--- config.mk ---
export PLATFORM = sky130hd
export DESIGN_NAME = nibble_serial_addsub_flat
export DESIGN_NICKNAME = d
export VERILOG_FILES = /design/src/rtl/nibble_serial_addsub_pkg.sv /design/src/rtl/nibble_serial_addsub_if.sv /design/src/rtl/nibble_serial_addsub_nibble_adder_cin.sv /design/src/rtl/nibble_serial_addsub.sv /design/src/flat_wrapper.sv
export SDC_FILE = /design/constraint.sdc
export NUM_CORES = 1
export LEC_CHECK = 0
export ABC_AREA = 1
export BUFFER_PORTS_ARGS = -buffer_cell sky130_fd_sc_hd__clkbuf_2
export CELL_PAD_IN_SITES_DETAIL_PLACEMENT = 1
export CELL_PAD_IN_SITES_GLOBAL_PLACEMENT = 1
export CORE_UTILIZATION = 30
export CTS_CLUSTER_DIAMETER = 30
export CTS_CLUSTER_SIZE = 14
export DETAILED_ROUTE_END_ITERATION = 16
export PLACE_DENSITY_LB_ADDON = 0.15
export REMOVE_ABC_BUFFERS = 1
export SETUP_SLACK_MARGIN = 0.15
export SYNTH_ARGS = -nofsm -noshare
export SYNTH_HDL_FRONTEND = slang
export SYNTH_HIERARCHICAL = 1
export SYNTH_SLANG_ARGS = --single-unit
--- constraint.sdc ---
create_clock -name clk -period 4 [get_ports clk]
set_input_delay 0.2 -clock clk [delete_from_list [all_inputs] [get_ports clk]]
set_output_delay 0.2 -clock clk [all_outputs]
set_load 0.1 [all_outputs]
--- src/rtl/nibble_serial_addsub_pkg.sv ---
// Shared definitions for the nibble-serial add/subtract unit: FSM states,
// slice width and the saturation constants derived from the operand width.
package nibble_serial_addsub_pkg;

    typedef enum logic [1:0] {
        IDLE = 2'd0,
        RUN  = 2'd1,
        DONE = 2'd2
    } state_e;

    localparam int NIBBLE_W  = 4;
    localparam int ALU_WIDTH = 16;
    localparam int MAX_W     = 64;

    // Largest positive two's-complement value of width w (0x7F..F).
    function automatic logic [MAX_W-1:0] max_pos(input int w);
        return (MAX_W'(1) << (w - 1)) - MAX_W'(1);
    endfunction

    // Most negative two's-complement value of width w (0x80..0).
    function automatic logic [MAX_W-1:0] min_neg(input int w);
        return MAX_W'(1) << (w - 1);
    endfunction

endpackage

--- src/rtl/nibble_serial_addsub_if.sv ---
// Request/result bundle between the ALU sequencer (master) and the add/sub unit (slave).
// Handshake: start is a request the slave samples only while not busy; the
// operands are captured on that edge. done is a one-cycle strobe marking
// result/ovfl/zero/neg valid; they then hold until the next operation completes.
interface nibble_serial_addsub_if
    import nibble_serial_addsub_pkg::*;
#(
    parameter int WIDTH = ALU_WIDTH
) ();

    logic             start;
    logic [WIDTH-1:0] A;
    logic [WIDTH-1:0] B;
    logic             sub;
    logic             busy;
    logic             done;
    logic [WIDTH-1:0] result;
    logic             ovfl;
    logic             zero;
    logic             neg;

    modport master (
        output start, A, B, sub,
        input  busy, done, result, ovfl, zero, neg
    );

    modport slave (
        input  start, A, B, sub,
        output busy, done, result, ovfl, zero, neg
    );

endinterface

--- src/rtl/nibble_serial_addsub_nibble_adder_cin.sv ---
// 4-bit ripple adder with explicit carry-in; also reports the carry into bit 3
// so the parent can derive signed overflow on the most significant nibble.
module nibble_adder_cin
    import nibble_serial_addsub_pkg::*;
(
    input  logic [NIBBLE_W-1:0] a_i,
    input  logic [NIBBLE_W-1:0] b_i,
    input  logic                cin_i,
    output logic [NIBBLE_W-1:0] s_o,
    output logic                cout_o,
    output logic                c3_o
);

    always_comb begin
        logic carry;
        carry = cin_i;
        s_o   = '0;
        c3_o  = 1'b0;
        for (int i = 0; i < NIBBLE_W; i++) begin
            if (i == NIBBLE_W - 1) c3_o = carry;
            s_o[i] = a_i[i] ^ b_i[i] ^ carry;
            carry  = (a_i[i] & b_i[i]) | (carry & (a_i[i] ^ b_i[i]));
        end
        cout_o = carry;
    end

endmodule

--- src/rtl/nibble_serial_addsub.sv ---
// Multi-cycle add/subtract: one 4-bit slice walks the latched operands LSB
// nibble first, then reports result and flags on a one-cycle done strobe.
module nibble_serial_addsub
    import nibble_serial_addsub_pkg::*;
#(
    parameter int WIDTH = ALU_WIDTH,
    parameter bit SAT   = 1'b1
) (
    input  logic                    clk,
    input  logic                    rst,
    nibble_serial_addsub_if.slave   bus,
    output state_e                  state_o
);

    localparam int NIBS  = WIDTH / NIBBLE_W;
    localparam int IDX_W = $clog2(NIBS);
    localparam logic [IDX_W-1:0] LAST    = IDX_W'(NIBS - 1);
    localparam logic [WIDTH-1:0] MAX_POS = WIDTH'(max_pos(WIDTH));
    localparam logic [WIDTH-1:0] MIN_NEG = WIDTH'(min_neg(WIDTH));

    state_e             state_q;
    logic [WIDTH-1:0]   a_q, b_q, acc_q, result_q;
    logic               sub_q, carry_q, busy_q, done_q, ovfl_q, zero_q, neg_q;
    logic [IDX_W-1:0]   idx_q;

    logic [NIBBLE_W-1:0] a_nib, b_nib, sum;
    logic                cout, c3;
    logic [WIDTH-1:0]    acc_d, result_d;
    logic                ovfl_d;

    assign a_nib = a_q[idx_q*NIBBLE_W +: NIBBLE_W];
    assign b_nib = b_q[idx_q*NIBBLE_W +: NIBBLE_W] ^ {NIBBLE_W{sub_q}};

    nibble_adder_cin u_slice (
        .a_i    (a_nib),
        .b_i    (b_nib),
        .cin_i  (carry_q),
        .s_o    (sum),
        .cout_o (cout),
        .c3_o   (c3)
    );

    // Each new nibble enters at the top; after NIBS shifts nibble 0 sits at the bottom.
    assign acc_d    = {sum, acc_q[WIDTH-1:NIBBLE_W]};
    assign ovfl_d   = cout ^ c3;
    assign result_d = (SAT && ovfl_d) ? (a_q[WIDTH-1] ? MIN_NEG : MAX_POS) : acc_d;

    always_ff @(posedge clk or posedge rst) begin
        if (rst) begin
            state_q  <= IDLE;
            a_q      <= '0;
            b_q      <= '0;
            sub_q    <= 1'b0;
            carry_q  <= 1'b0;
            idx_q    <= '0;
            acc_q    <= '0;
            result_q <= '0;
            ovfl_q   <= 1'b0;
            zero_q   <= 1'b0;
            neg_q    <= 1'b0;
            busy_q   <= 1'b0;
            done_q   <= 1'b0;
        end else begin
            done_q <= 1'b0;
            case (state_q)
                IDLE, DONE: begin
                    if (bus.start) begin
                        a_q     <= bus.A;
                        b_q     <= bus.B;
                        sub_q   <= bus.sub;
                        carry_q <= bus.sub;
                        idx_q   <= '0;
                        acc_q   <= '0;
                        busy_q  <= 1'b1;
                        state_q <= RUN;
                    end else begin
                        state_q <= IDLE;
                    end
                end
                RUN: begin
                    carry_q <= cout;
                    idx_q   <= idx_q + 1'b1;
                    acc_q   <= acc_d;
                    if (idx_q == LAST) begin
                        result_q <= result_d;
                        ovfl_q   <= ovfl_d;
                        zero_q   <= (result_d == '0);
                        neg_q    <= result_d[WIDTH-1];
                        busy_q   <= 1'b0;
                        done_q   <= 1'b1;
                        state_q  <= DONE;
                    end
                end
                default: state_q <= IDLE;
            endcase
        end
    end

    assign bus.busy   = busy_q;
    assign bus.done   = done_q;
    assign bus.result = result_q;
    assign bus.ovfl   = ovfl_q;
    assign bus.zero   = zero_q;
    assign bus.neg    = neg_q;
    assign state_o    = state_q;

endmodule

--- src/flat_wrapper.sv ---
// flat-port wrapper written by rule: the top's interface ports become plain ports
module nibble_serial_addsub_flat import nibble_serial_addsub_pkg::*;
#(
    parameter int WIDTH = ALU_WIDTH,
    parameter bit SAT   = 1'b1
)
  (clk, rst, state_o, bus_start, bus_A, bus_B, bus_sub, bus_busy, bus_done, bus_result, bus_ovfl, bus_zero, bus_neg);
  nibble_serial_addsub_if #(.WIDTH(WIDTH)) bus_i ();
  input  logic clk;
  input  logic rst;
  output state_e state_o;
  input wire logic [$bits(bus_i.start)-1:0] bus_start;
  input wire logic [$bits(bus_i.A)-1:0] bus_A;
  input wire logic [$bits(bus_i.B)-1:0] bus_B;
  input wire logic [$bits(bus_i.sub)-1:0] bus_sub;
  output wire logic [$bits(bus_i.busy)-1:0] bus_busy;
  output wire logic [$bits(bus_i.done)-1:0] bus_done;
  output wire logic [$bits(bus_i.result)-1:0] bus_result;
  output wire logic [$bits(bus_i.ovfl)-1:0] bus_ovfl;
  output wire logic [$bits(bus_i.zero)-1:0] bus_zero;
  output wire logic [$bits(bus_i.neg)-1:0] bus_neg;
  assign bus_i.start = bus_start;
  assign bus_i.A = bus_A;
  assign bus_i.B = bus_B;
  assign bus_i.sub = bus_sub;
  assign bus_busy = bus_i.busy;
  assign bus_done = bus_i.done;
  assign bus_result = bus_i.result;
  assign bus_ovfl = bus_i.ovfl;
  assign bus_zero = bus_i.zero;
  assign bus_neg = bus_i.neg;
  nibble_serial_addsub #(.WIDTH(WIDTH), .SAT(SAT)) u_core (.clk(clk), .rst(rst), .bus(bus_i), .state_o(state_o));
endmodule
==> key figures <==
STA
  • Final WS setup: 0.490 ns
  • Final min period: 3.51 ns
  • Final setup TNS: 0 ns
  • Worst Tran Pin Value: 0.955 ns
  • Slew Viols, Final: 0
  • Layout Skew: 0.0114 ns
  • RSZ-0062 raised after global routing: no
  • Slew headroom: 36.2%
  • Final period util: 87.7%
  • Setup Viol. Count Final: 0
  • Final Hold Fails: 0
  • Fmax: 285 MHz

Drt
  • Via-per-instance ratio: 4.51
  • Initial DRT Pass Iterations: 4
  • DRC Markers: 0
  • Routed via count: 2508
  • Avg WL per Cell: 13.5 um
  • 1st-iter DRT viols: 52
  • Final WL: 7530 um
  • Antenna-violating nets left: 0

Floorplan
  • Row count: 37
  • Core Area: 0.0103 mm^2
  • Io pins: 59
  • Die Span X: 105 um
  • Die Y: 105 um
  • DIE AREA: 0.0111 mm^2
  • Initial core utilization: 31.0%

Layout
  • Final Non-Filler Cells: 556
  • ANT cells: 0
  • Layout cells sized above 1: 23.1%
  • Most common cell after layout, fill and taps aside: nand2_1
  • Fin nets: 456
  • Final core occ: 37.1%
  • Most frequent cells in the layout: 132 x nand2_1, 69 x dfrtp_1, 58 x clkbuf_2, 30 x inv_1, 30 x o21ai_0
  • Synthesis-to-finish area growth: 19.5%

Place
  • Port buffer count: 58
  • Inst Count DP: 540
  • DP HPWL: 5400 um
  • Pre-CTS WS: 0.329 ns
  • RD Place Congestion: 0.727

Global routing
  • First-pass GRT wire length: 13100 um
  • Initial antenna violation count: 0
  • Largest net degree at the start of global routing: 46
  • All-Layer GR Usage: 14.9%
  • Grt total ovfl: 0
  • Vias in the first global route: 2639

Logic synthesis
  • Yosys warns: 6
  • Syn avg cell area: 8.92 um^2
  • Synth Area in XOR/XNOR: 1.09%
  • Yosys reg bits: 70
  • Sequential area share after synthesis: 54.7%
  • Distinct cell type count after synthesis: 25
  • Post-Synth Adder-Cell Area: 2.89%
  • Main combinational cell family by area after synthesis: simple AND/OR/NAND/NOR gates
  • Post-Synthesis Cell Area: 0.00320 mm^2
  • Synth Area in Compound Gates: 13.1%
  • Proportion of synthesized area in mux cells: 0%
  • Synth Instances: 359
  • Simple-gate share of the synthesized area: 21.0%

Setup path
  • Slowest Stage Delay on Critical Path: 0.52 ns
  • Required @ worst endpoint: 4.28 ns
  • Crit path max-delay cell type: dfrtp_2
  • Crit path capture type: register
  • CP Launch Type: register
  • Top cell family by delay on the critical path: adder cells
  • Crit path arrival time: 3.78 ns
  • Max Fanout on Critical Path: 18
  • Critical path cell sequence: inv_2, buf_4, o21ai_0, o22ai_1, fa_1, inv_1, fa_1, fa_1, inv_1, fa_1, inv_2, nand2_1, nand2_2, o21ai_0, nand2_1, nor2_1, nand3_1, nand2_1
  • WS Path Type: register to register
  • Cell mode on critical path: fa_1
  • Worst Path Buf+Inv: 5

Run
  • Max-cap violations: 0

Hold path
  • Worst hold path class: input pin to async pin

Run status
  • Outcome: complete, no violations

CTS
  • Root Buffer: clkbuf_8
  • H-tree Lvls: 3
  • Clk_lat worst skew: 0.34 ns
  • CTS hold repair buffers: 0
  • Clock Path Buffers: 2
  • CTS tree: yes
  • Number of clock sinks: 70
  • Clk pin slew, worst setup/hold paths: 0.08 ns
  • Num CTS Buffers: 9
-- path summary, 6_finish.rpt --
kind | start | end | slack [ns] | cells past startpoint
worst min register to register | u_core/bus.busy$_DFFE_PP0P_ | u_core/bus.busy$_DFFE_PP0P_ | 0.48 | 2
min in group clk | bus_B[2] | u_core/b_q[2]$_DFFE_PP0P_ | 0.06 | 3
max in group asynchronous | rst | u_core/idx_q[0]$_DFFE_PP0P_ | 2.99 | 3
worst max register to register | u_core/idx_q[0]$_DFFE_PP0P_ | u_core/bus.zero$_DFFE_PP0P_ | 0.49 | 18
worst max-delay path | u_core/idx_q[0]$_DFFE_PP0P_ | u_core/bus.zero$_DFFE_PP0P_ | 0.49 | 18
worst min-delay path | rst | u_core/bus.result[3]$_DFFE_PP0P_ | 0.06 | 2
-- kinds of logic after synthesis --
logic type	count (synthesis)
simple gates	166
fa+ha+maj	5
xor+xnor	4
flops	70
compound gates	62
buf+inv	52
-- through the flow --
stage | hold WS, ns | area (um^2)
floorplan | 0.310 | 3110
global placement | 0.394 | 3590
detailed placement | 0.401 | 3590
CTS | 0.0349 | 3820
global route | 0.0500 | 3820
finish | 0.0574 | 3820
-- synthesized netlist by cell type --
cell type,count,area (um^2)
nand2_2,8,50.1
o21ai_0,30,150
inv_1,31,116
o211ai_1,1,7.51
fa_1,4,80.1
nand2_4,1,11.3
buf_6,2,22.5
xor2_1,4,35.0
buf_2,10,50.1
a2bb2oi_1,8,70.1
dfrtp_1,70,1750
o22a_1,1,8.76
buf_4,2,15.0
nor3_1,1,5.00
nor2_8,1,20.0
a2bb2oi_2,5,75.1
nor2_1,20,75.1
nand2_1,132,495
a22o_1,1,8.76
o22ai_1,16,100
ha_1,1,12.5
inv_2,4,15.0
nand3_1,3,15.0
buf_1,2,7.51
clkinv_1,1,3.75
-- state kept, by name, summed over array words and instances, names as in the netlist --
register and count:
u_core/a_q 16, u_core/b_q 16, u_core/bus.result 16, u_core/acc_q 12, u_core/idx_q 2, u_core/state_o 2
u_core/bus.busy 1, u_core/bus.done 1, u_core/bus.ovfl 1, u_core/bus.zero 1, u_core/carry_q 1, u_core/sub_q 1
-- area by class of cell --
class | instances | area [um^2]
Inverter | 36 | 135
Timing Repair Buffer | 61 | 313
Tap cell | 136 | 170
Sequential cell | 70 | 1750
Clock buffer | 13 | 169
Multi-Input combinational cell | 237 | 1220
Fill cell | 1240 | 6500
Clock inverter | 3 | 65.1
-- routing by layer --
layer / share of wire, % / up-vias / GRT usage [%]
met4: 1.0 / 0 / 4.53
met3: 3.0 / 6 / 3.28
met5: 0 / - / 0
met1: 47 / 1203 / 19.2
met2: 49 / 47 / 25.0
li1: - / 1252 / -
-- timing repair --
action | 4_1_cts | 5_1_grt
resized for setup | 0 | 1
setup endpoints to repair | 0 | 11
setup buffers | 0 | 0
Power is not shown: default switching activity piles up to over one toggle a cycle in this logic, so the estimate is an artifact.
